--- src/rtl/top_pkg.sv ---
`default_nettype none
// ============================================================================
//  Module      : top_pkg
//  Description : Shared constants for the coincidence counter display:
//                BCD-to-seven-segment table (active-low, {g,f,e,d,c,b,a}),
//                blank segment code and number of display digits.
//  Revision    : 1.0 - initial release
// ============================================================================
package top_pkg;

    localparam int c_NUM_DIGITS = 8;

    localparam logic [6:0] c_SEG_BLANK = 7'h7F;

    // Entry [n] holds the active-low pattern for decimal digit n.
    localparam logic [9:0][6:0] c_SEG_TABLE = {
        7'h10,  // 9
        7'h00,  // 8
        7'h78,  // 7
        7'h02,  // 6
        7'h12,  // 5
        7'h19,  // 4
        7'h30,  // 3
        7'h24,  // 2
        7'h79,  // 1
        7'h40   // 0
    };

    // Non-BCD nibbles decode to a dark digit rather than garbage.
    function automatic logic [6:0] seg_encode(input logic [3:0] nibble);
        logic [6:0] seg;
        seg = c_SEG_BLANK;
        if (nibble <= 4'd9) begin
            seg = c_SEG_TABLE[nibble];
        end
        return seg;
    endfunction

endpackage : top_pkg
`default_nettype wire

--- src/rtl/bcd_counter4.sv ---
`default_nettype none
// ============================================================================
//  Module      : bcd_counter4
//  Description : Four-digit packed BCD counter 0000..9999, wrapping to 0000.
//  Ports       : clk    - system clock
//                rst_n  - asynchronous active-low reset (clears to 0000)
//                inc    - increment by one on this clock edge
//                digits - packed BCD value, [15:12] thousands .. [3:0] units
//  Revision    : 1.0 - initial release
// ============================================================================
module bcd_counter4 (
    input  logic        clk,
    input  logic        rst_n,
    input  logic        inc,
    output logic [15:0] digits
);

    logic [15:0] r_digits;
    logic [15:0] w_next;
    logic        w_carry;

    // Ripple a decimal carry from units upward; a digit at 9 rolls to 0 and
    // passes the carry on, so 9999 naturally becomes 0000.
    always_comb begin
        w_next  = r_digits;
        w_carry = inc;
        for (int i = 0; i < 4; i++) begin
            if (w_carry) begin
                if (r_digits[i*4 +: 4] >= 4'd9) begin
                    w_next[i*4 +: 4] = 4'd0;
                end else begin
                    w_next[i*4 +: 4] = r_digits[i*4 +: 4] + 4'd1;
                    w_carry          = 1'b0;
                end
            end
        end
    end

    always_ff @(posedge clk or negedge rst_n) begin
        if (!rst_n) begin
            r_digits <= 16'h0000;
        end else begin
            r_digits <= w_next;
        end
    end

    assign digits = r_digits;

endmodule : bcd_counter4
`default_nettype wire

--- src/rtl/top_core.sv ---
`default_nettype none
// ============================================================================
//  Module      : top_core
//  Description : Input conditioning and event counting. Synchronizes the two
//                button channels and the mode switch, detects press and
//                coincidence rising edges and drives three BCD counters.
//  Ports       : clk, rst_n   - clock, asynchronous active-low reset
//                i_buttons    - raw asynchronous buttons {B, A}
//                i_sw_mode    - raw asynchronous mode switch
//                o_count_a/b/c- packed BCD counts for A, B and coincidence
//                o_mode       - synchronized mode switch
//  Revision    : 1.0 - initial release
// ============================================================================
module top_core
    import top_pkg::*;
#(
    parameter int SYNC_STAGES = 2   // must be at least 2
) (
    input  logic        clk,
    input  logic        rst_n,
    input  logic [1:0]  i_buttons,
    input  logic        i_sw_mode,
    output logic [15:0] o_count_a,
    output logic [15:0] o_count_b,
    output logic [15:0] o_count_c,
    output logic        o_mode
);

    logic [SYNC_STAGES-1:0] r_sync_a;
    logic [SYNC_STAGES-1:0] r_sync_b;
    logic [1:0]             r_mode_sync;
    logic                   r_prev_a;
    logic                   r_prev_b;
    logic                   r_prev_ab;
    // Fills with ones after reset release; edges are ignored until the
    // synchronizer and the edge-detect registers both hold real input
    // values, so a button held across reset release never counts.
    logic [SYNC_STAGES:0]   r_arm;

    logic w_sync_a;
    logic w_sync_b;
    logic w_both;
    logic w_armed;
    logic w_inc_a;
    logic w_inc_b;
    logic w_inc_c;

    always_ff @(posedge clk or negedge rst_n) begin
        if (!rst_n) begin
            r_sync_a    <= '0;
            r_sync_b    <= '0;
            r_mode_sync <= 2'b00;
            r_prev_a    <= 1'b0;
            r_prev_b    <= 1'b0;
            r_prev_ab   <= 1'b0;
            r_arm       <= '0;
        end else begin
            r_sync_a    <= {r_sync_a[SYNC_STAGES-2:0], i_buttons[0]};
            r_sync_b    <= {r_sync_b[SYNC_STAGES-2:0], i_buttons[1]};
            r_mode_sync <= {r_mode_sync[0], i_sw_mode};
            r_prev_a    <= w_sync_a;
            r_prev_b    <= w_sync_b;
            r_prev_ab   <= w_both;
            r_arm       <= {r_arm[SYNC_STAGES-1:0], 1'b1};
        end
    end

    assign w_sync_a = r_sync_a[SYNC_STAGES-1];
    assign w_sync_b = r_sync_b[SYNC_STAGES-1];
    assign w_both   = w_sync_a & w_sync_b;
    assign w_armed  = r_arm[SYNC_STAGES];

    // Coincidence is its own edge detector on A&B, so pressing one button
    // while the other is already held also counts as a coincidence.
    assign w_inc_a = w_armed & w_sync_a & ~r_prev_a;
    assign w_inc_b = w_armed & w_sync_b & ~r_prev_b;
    assign w_inc_c = w_armed & w_both   & ~r_prev_ab;

    bcd_counter4 counter_A (
        .clk    (clk),
        .rst_n  (rst_n),
        .inc    (w_inc_a),
        .digits (o_count_a)
    );

    bcd_counter4 counter_B (
        .clk    (clk),
        .rst_n  (rst_n),
        .inc    (w_inc_b),
        .digits (o_count_b)
    );

    bcd_counter4 counter_C (
        .clk    (clk),
        .rst_n  (rst_n),
        .inc    (w_inc_c),
        .digits (o_count_c)
    );

    assign o_mode = r_mode_sync[1];

endmodule : top_core
`default_nettype wire

--- src/rtl/top.sv ---
`default_nettype none
// ============================================================================
//  Module      : top
//  Description : Two-channel press / coincidence counter with an 8-digit
//                multiplexed seven-segment display.
//  Ports       : clk      - system clock (100 MHz nominal)
//                rst_n    - asynchronous active-low reset
//                buttons  - raw inputs, bit0 = channel A, bit1 = channel B
//                sw_mode  - 0: digits 7..4 = B, 3..0 = A; 1: digits 3..0 = C
//                segments - active-low {g,f,e,d,c,b,a}, registered
//                anodes   - active-low digit enables, digit 0 rightmost
//  Revision    : 1.0 - initial release
// ============================================================================
module top
    import top_pkg::*;
#(
    parameter int REFRESH_BITS = 10,
    parameter int SYNC_STAGES  = 2
) (
    input  logic       clk,
    input  logic       rst_n,
    input  logic [1:0] buttons,
    input  logic       sw_mode,
    output logic [6:0] segments,
    output logic [7:0] anodes
);

    logic [15:0]             w_count_a;
    logic [15:0]             w_count_b;
    logic [15:0]             w_count_c;
    logic                    w_mode;
    logic [REFRESH_BITS+2:0] r_scan;
    logic [2:0]              w_digit_sel;
    logic [3:0]              w_nib_pos;
    logic [3:0]              w_nibble;
    logic [c_NUM_DIGITS-1:0] w_anodes;
    logic [6:0]              w_segments;
    logic [c_NUM_DIGITS-1:0] r_anodes;
    logic [6:0]              r_segments;

    top_core #(
        .SYNC_STAGES (SYNC_STAGES)
    ) core_inst (
        .clk       (clk),
        .rst_n     (rst_n),
        .i_buttons (buttons),
        .i_sw_mode (sw_mode),
        .o_count_a (w_count_a),
        .o_count_b (w_count_b),
        .o_count_c (w_count_c),
        .o_mode    (w_mode)
    );

    always_ff @(posedge clk or negedge rst_n) begin
        if (!rst_n) begin
            r_scan <= '0;
        end else begin
            r_scan <= r_scan + 1'b1;
        end
    end

    assign w_digit_sel = r_scan[REFRESH_BITS+2 -: 3];
    assign w_nib_pos   = {w_digit_sel[1:0], 2'b00};

    always_comb begin
        w_nibble   = 4'd0;
        w_anodes   = '1;
        w_segments = c_SEG_BLANK;
        if (!w_mode) begin
            w_nibble = w_digit_sel[2] ? w_count_b[w_nib_pos +: 4]
                                      : w_count_a[w_nib_pos +: 4];
            w_anodes[w_digit_sel] = 1'b0;
            w_segments            = seg_encode(w_nibble);
        end else if (!w_digit_sel[2]) begin
            w_nibble              = w_count_c[w_nib_pos +: 4];
            w_anodes[w_digit_sel] = 1'b0;
            w_segments            = seg_encode(w_nibble);
        end
    end

    // Both outputs come from the same register stage so a digit's anode and
    // its segment pattern always switch on the same edge (no ghosting).
    always_ff @(posedge clk or negedge rst_n) begin
        if (!rst_n) begin
            r_anodes   <= '1;
            r_segments <= c_SEG_BLANK;
        end else begin
            r_anodes   <= w_anodes;
            r_segments <= w_segments;
        end
    end

    assign anodes   = r_anodes;
    assign segments = r_segments;

endmodule : top
`default_nettype wire

--- config.mk ---
export PLATFORM = sky130hd
export DESIGN_NAME = top
export DESIGN_NICKNAME = d
export VERILOG_FILES = /design/src/rtl/top_pkg.sv /design/src/rtl/bcd_counter4.sv /design/src/rtl/top_core.sv /design/src/rtl/top.sv
export SDC_FILE = /design/constraint.sdc
export NUM_CORES = 1
export LEC_CHECK = 0
export ABC_AREA = 1
export BUFFER_PORTS_ARGS = -buffer_cell sky130_fd_sc_hd__buf_2
export CORE_ASPECT_RATIO = 0.5
export CORE_UTILIZATION = 25
export DETAILED_ROUTE_END_ITERATION = 7
export SLEW_MARGIN = 20
export SYNTH_ARGS = -nofsm -noshare
export SYNTH_HDL_FRONTEND = slang
export SYNTH_HIERARCHICAL = 1
export SYNTH_SLANG_ARGS = --single-unit
--- constraint.sdc ---
create_clock -name clk -period 2 [get_ports clk]
set_input_delay 0.5 -clock clk [delete_from_list [all_inputs] [get_ports clk]]
set_output_delay 0.5 -clock clk [all_outputs]
set_load 0.02 [all_outputs]
## Yosys cells after proc, flatten, opt, wreduce, memory -nomap -nowiden

Memory sizes are Yosys's and may differ from the RTL's.
Index checks and enable logic that the tools add are counted.
W data, S select, Z words.

| cells by class | value |
|---|---|
| add/sub/neg operators | 13 |
| $mul | 0 |
| div/mod/pow operators | 0 |
| magnitude comparators | 18 |
| eq/ne operators | 0 |
| shift-type cells | 3 |
| muxes and demuxes | 41 |
| bitwise logic cells | 11 |
| reduce and logical (&&, ||, !) cells | 1 |

Operators with widths:

| operator | number |
|---|---|
| $mux W4 | 13 |
| $add A4 B1 Y4 const B | 12 |
| $ge A4 B4 Y1 const B | 12 |
| $shiftx A16 B5 Y4 | 3 |
| $mux W7 | 6 |
| $mux W1 | 19 |
| $mux W8 | 2 |
| $add A13 B1 Y13 const B | 1 |
| $lt A4 B5 Y1 const B | 2 |
| $le A4 B4 Y1 const B | 2 |
| $not A8 Y8 | 1 |
| $and A1 B1 Y1 | 7 |
| $lt A3 B4 Y1 const B | 1 |
| $demux W1 S3 | 1 |
| $ge A3 B1 Y1 const B | 1 |
| $not A1 Y1 | 3 |
| $logic_and A1 B1 Y1 | 1 |

| storage, ports and cells | value |
|---|---|
| flip-flop bits (word level) | 88 |
| latch bits | 0 |
| memory bits (writable) | 0 |
| bits in read-only memories | 224 |
| input bits | 5 |
| output and inout bits | 15 |
| logic and storage cells | 111 |
| memories kept | 2 |

Memories:

| name | depth | width | read ports | clocked after Yosys merged registers in | wr ports | line | RTL |
|---|---|---|---|---|---|---|---|
| (no name shown) | 16 | 7 | 1 | 0 | 0 | top_pkg.sv:34 | `seg = c_SEG_TABLE[nibble];` |
| (no name shown) | 16 | 7 | 1 | 0 | 0 | top_pkg.sv:34 |  |

## Depth between registers and ports, before layout

| logic depth | value |
|---|---|
| depth in word-level cells | 7 |
| mapped depth | 16 |
| gate-level depth less buffers | 14 |

## Hierarchy

The synthesis kept the hierarchy.

Modules (own cells, without submodules):

| module | instances | cells each | area each (um2) | seq. area each (um2) |
|---|---|---|---|---|
| bcd_counter4 | 3 | 121 | 991.0 | 400.4 |
| top | 1 | 286 | 2043.2 | 719.4 |
| top_core | 1 | 22 | 337.8 | 300.3 |

## Worst setup path after synthesis

Ideal clock, no wire load.

| path | value |
|---|---|
| kind | reg-to-reg |
| start point | reg r_scan[10] |
| end point | reg r_segments[4] (netlist: segments[4]) |
| library setup time | 0.067 ns |
| data arrival time | 2.016 ns |
| data required time | 1.933 ns |
| setup slack | -0.083 ns |
| stages on the path, launching flop included | 13 |
| buffers on the path | 2 |
| period minus slack after synthesis | 2.083 ns |
| path through | dfrtp_1 -> inv_2 -> buf_6 -> buf_6 -> nand2_1 -> a32oi_2 -> inv_1 -> ha_1 -> or2_2 -> a21oi_1 -> or2_1 -> nor2_1 -> nor2_1 |

| between the ends | value |
|---|---|
| word-level cells in the longest chain between the ends | 6 |
| elaborated cells between the ends (all ways) | 14 |
| classes of those cells | 2 x order compare; 3 x shift; 7 x mux; 2 x memory |

Ends and longest elaborated chain:

| item | line | RTL |
|---|---|---|
| start, declared | top.sv:32 | `logic [REFRESH_BITS+2:0] r_scan;` |
| start signal, assigned | top.sv:58 | `r_scan <= r_scan + 1'b1;` |
| $shiftx A16 B5 Y4, on equally long branches | top.sv:71, top.sv:70, top.sv:75 |  |
| $mux W4 / $mem_v2 Z16 W7 (equally long branches) | - |  |
| $mem_v2 Z16 W7 / $mux W7 (equally long branches) | - |  |
| $mux W7, on equally long branches | top_pkg.sv:34, top_pkg.sv:33 |  |
| $mux W7, on equally long branches | top_pkg.sv:33, top.sv:74 |  |
| $mux W7 (*) | top.sv:69 | `if (!w_mode) begin` |
| net w_segments[4] | top.sv:37 | `logic [6:0] w_segments;` |
| end signal, assigned | top.sv:86 | `r_segments <= c_SEG_BLANK;` |
| end signal, assigned | top.sv:89 | `r_segments <= w_segments;` |
| end, declared | top.sv:39 | `logic [6:0] r_segments;` |

The timed path passes the listed nets; every way through them passes the cells marked *. The select of a mux whose other input is x is not followed.
A chain may end at the register's enable or synchronous reset.

## Worst setup path after layout

| path | value |
|---|---|
| start point | reg r_scan[10] |
| end point | reg r_segments[6] (netlist: segments[6]) |

The elaborated chain is that of the path after synthesis.

==> impl_metrics.json <==
{
  "overflow": 0,
  "hold_path.class": "primary input to register",
  "fill_cells": 2121,
  "synthCells": 671,
  "dieArea_mm2": 0.0220,
  "grt_max_degree": 44,
  "fin_crit_ps": 1900,
  "setup_ws_ps": 96.8,
  "avgRoutedWirePerCell_um": 10.6,
  "drive_gt1_share_pct": 17.8,
  "drc": 0,
  "setup_viol": 0,
  "r2r_cells": 12,
  "start_util_pct": 25.8,
  "vias_per_cell": 4.20,
  "crit_path_max_fanout": 5,
  "syn2layout_area_growth_pct": 18.4,
  "finalNetCount": 772,
  "critPathArrivalTime_ps": 2190,
  "cts_root_buffer": "clkbuf_16",
  "fp.dieH_um": 105,
  "place_area_mm2": 0.00589,
  "drtIter0Drc": 234,
  "hold_violations": 0,
  "place_inst": 974,
  "syn_nets": 723,
  "synth.distinct_cells": 34,
  "wl_mm": 10.5,
  "numCtsBuffers": 9,
  "powerDensity_mw_per_mm2": 899,
  "synth-async-reset-ratio_pct": 100,
  "stdcell_area_mm2": 0.00634,
  "peakVddDrop_mv": 0.323,
  "fp.dieW_um": 209,
  "instances_no_fill": 998,
  "antenna_found_initial": 0,
  "core_mm2": 0.0208,
  "ys_ff_latch": 88,
  "ios": 20,
  "p_leak_uw": 0.00323,
  "portBuffers": 19,
  "postRouteAntennaNets": 0,
  "skew_ps": 7.98,
  "cts.sinks": 88,
  "slew_viol_final": 0,
  "pre_cts_slack_ps": -9.46,
  "period_share_pct": 95.2,
  "cp.required_ps": 2280,
  "r2r_start": "r_scan[10]$_DFF_PN0_",
  "ys_warn_count": 6,
  "synth-edff-count": 0,
  "max_freq_ghz": 0.525,
  "dr_total_vias": 4195,
  "syn_area_per_cell_um2": 7.98,
  "dp_hpwl_mm": 7.85,
  "gp_congestion": 0.863,
  "cp-endpoint": "segments[6]$_DFF_PN1_",
  "crit_start": "r_scan[10]$_DFF_PN0_",
  "grt_pass1_wl_mm": 18.8,
  "cap_violations": 0,
  "r2r_end": "segments[6]$_DFF_PN1_",
  "antenna_cells": 0,
  "rsz0062_at_grt": "false",
  "syn_area_mm2": 0.00535,
  "grtUsageTotal_pct": 10.4,
  "htree_levels": 3,
  "start_kind": "register",
  "cts_buffer_depth": 2,
  "cp-end-kind": "register",
  "status": "finished, final reports clean",
  "crit_type": "register to register",
  "path_clk_slew_ps": 70,
  "grt_pass1_vias": 4096,
  "clkLatencyLatePin_ps": 350,
  "synth_seq_area_share_pct": 41.5,
  "dr.pass1.iters": 4,
  "yosys_most_used_dff": "dfrtp_1",
  "cts_tree": "built",
  "fp-row-count": 37,
  "reg2reg_slack_ps": 100
}
-- cells in the final DEF, fill, tap and decap left out, types with 5 or more instances in the layout --
master	count
ha_1	43
xor2_1	20
nand3_1	88
dfrtp_1	72
nor2_1	63
o21ai_0	16
buf_12	5
nand2_1	187
dfstp_2	15
inv_1	80
nand2_2	16
buf_2	18
buf_4	23
xnor2_1	8
inv_6	5
clkbuf_16	9
inv_2	6
-- worst max-delay path: stages (launching register included) --
cell,delay [ps]
dfrtp_1,420
inv_4,110
buf_12,100
buf_12,90
nand2_1,40
nand3_1,80
nand2_2,90
ha_2,190
or2_4,260
a21oi_4,180
or2_1,140
nor2_1,40
nor2_1,100
-- how the worst min path moves through the flow --
stage | cells past startpoint | slack (ps) | endpoint | startpoint
floorplan | 0 | 200 | core_inst/counter_A/digits[0]$_DFFE_PN0P_ | rst_n
global placement | 1 | 330 | core_inst/r_sync_b[0]$_DFF_PN0_ | rst_n
detailed placement | 1 | 330 | core_inst/r_sync_b[0]$_DFF_PN0_ | rst_n
CTS | 1 | 240 | core_inst/r_sync_a[0]$_DFF_PN0_ | buttons[0]
global route | 1 | 240 | core_inst/r_sync_b[0]$_DFF_PN0_ | buttons[1]
finish | 1 | 250 | core_inst/r_sync_a[0]$_DFF_PN0_ | buttons[0]
-- cells in the mapped netlist, drive strengths merged (2+ instances only) --
cell type	n	area, um^2
nand2	204	806
nand3	94	518
inv	88	333
dfrtp	73	1830
nor2	69	284
ha	47	588
xor2	20	175
o21ai	19	95.1
dfstp	15	394
buf	13	126
xnor2	8	70.1
a21oi	5	25.0
or2	5	31.3
nand4	3	18.8
and2	2	12.5
-- logic make-up (layout without fill, tap and decap cells) --
family                     Yosys count  in the layout  share of synthesized area [%]
DFF                                 88             88                           41.5
adders and majority gates           47             47                           11.0
xor gates and xnor gates            28             28                           4.58
other                                1              1                         0.0700
and+or+nand+nor                    378            378                           31.4
buffers and inverters              102            156                           8.65
AOI/OAI and AO/OA                   27             27                           2.80
-- state kept, by name, summed over array words and instances, names as in the netlist --
signal,cells
segments,7
r_scan,13
core_inst/counter_A/digits,16
core_inst/r_sync_b,2
core_inst/r_sync_a,2
core_inst/r_mode_sync,2
core_inst/r_prev_ab,1
anodes,8
core_inst/r_prev_b,1
core_inst/counter_B/digits,16
core_inst/r_arm,3
core_inst/counter_C/digits,16
core_inst/r_prev_a,1
-- per-layer routing --
layer / vias to the layer above / global-route usage, % / wire, um
met1: 1947 / 13.0 / 5110
met2: 42 / 17.5 / 4980
met4: 0 / 4.62 / 262
met3: 22 / 2.00 / 187
li1: 2184 / - / -
met5: - / 0 / 0
-- per-stage QoR --
stage / util, % / power, uW / hold WS (ps) / TNS [ps]
after floorplan: - / 3470 / 204 / 0
after global placement: 28.3 / 3900 / 327 / 0
after detailed placement: 28.3 / 3960 / 329 / -9.46
after CTS: 29.9 / 5680 / 237 / 0
after global routing: 30.5 / 6140 / 235 / 0
final: 30.5 / 5700 / 252 / 0
-- where the power goes --
part           leakage (uW)  total, uW  switching (uW)  internal [uW]
Sequential          0.00111       2280             233           2040
Clock              0.000146       1680             798            882
Combinational       0.00197       1740            1060            682
Total               0.00323       5700            2090           3610
-- cell type report --
type | count | area (um^2) | share of cell area (%)
clock buffers | 9 | 225 | 3.55
clock inverters | 7 | 71.3 | 1.13
inverters | 89 | 342 | 5.39
multi-input cells | 481 | 2720 | 42.9
flip-flops and latches | 88 | 2220 | 35.1
well taps | 273 | 342 | 5.39
repair buffers | 51 | 418 | 6.59
-- repair_timing --
item / CTS / global route
hold buffers: 1 / 0
hold endpoints to repair: 5 / 0
gates resized for setup: 2 / 23
pin swaps: 0 / 8
buffers inserted: 2 / 5
setup endpoints to repair: 2 / 7
Power figures use the tool's default switching activity.
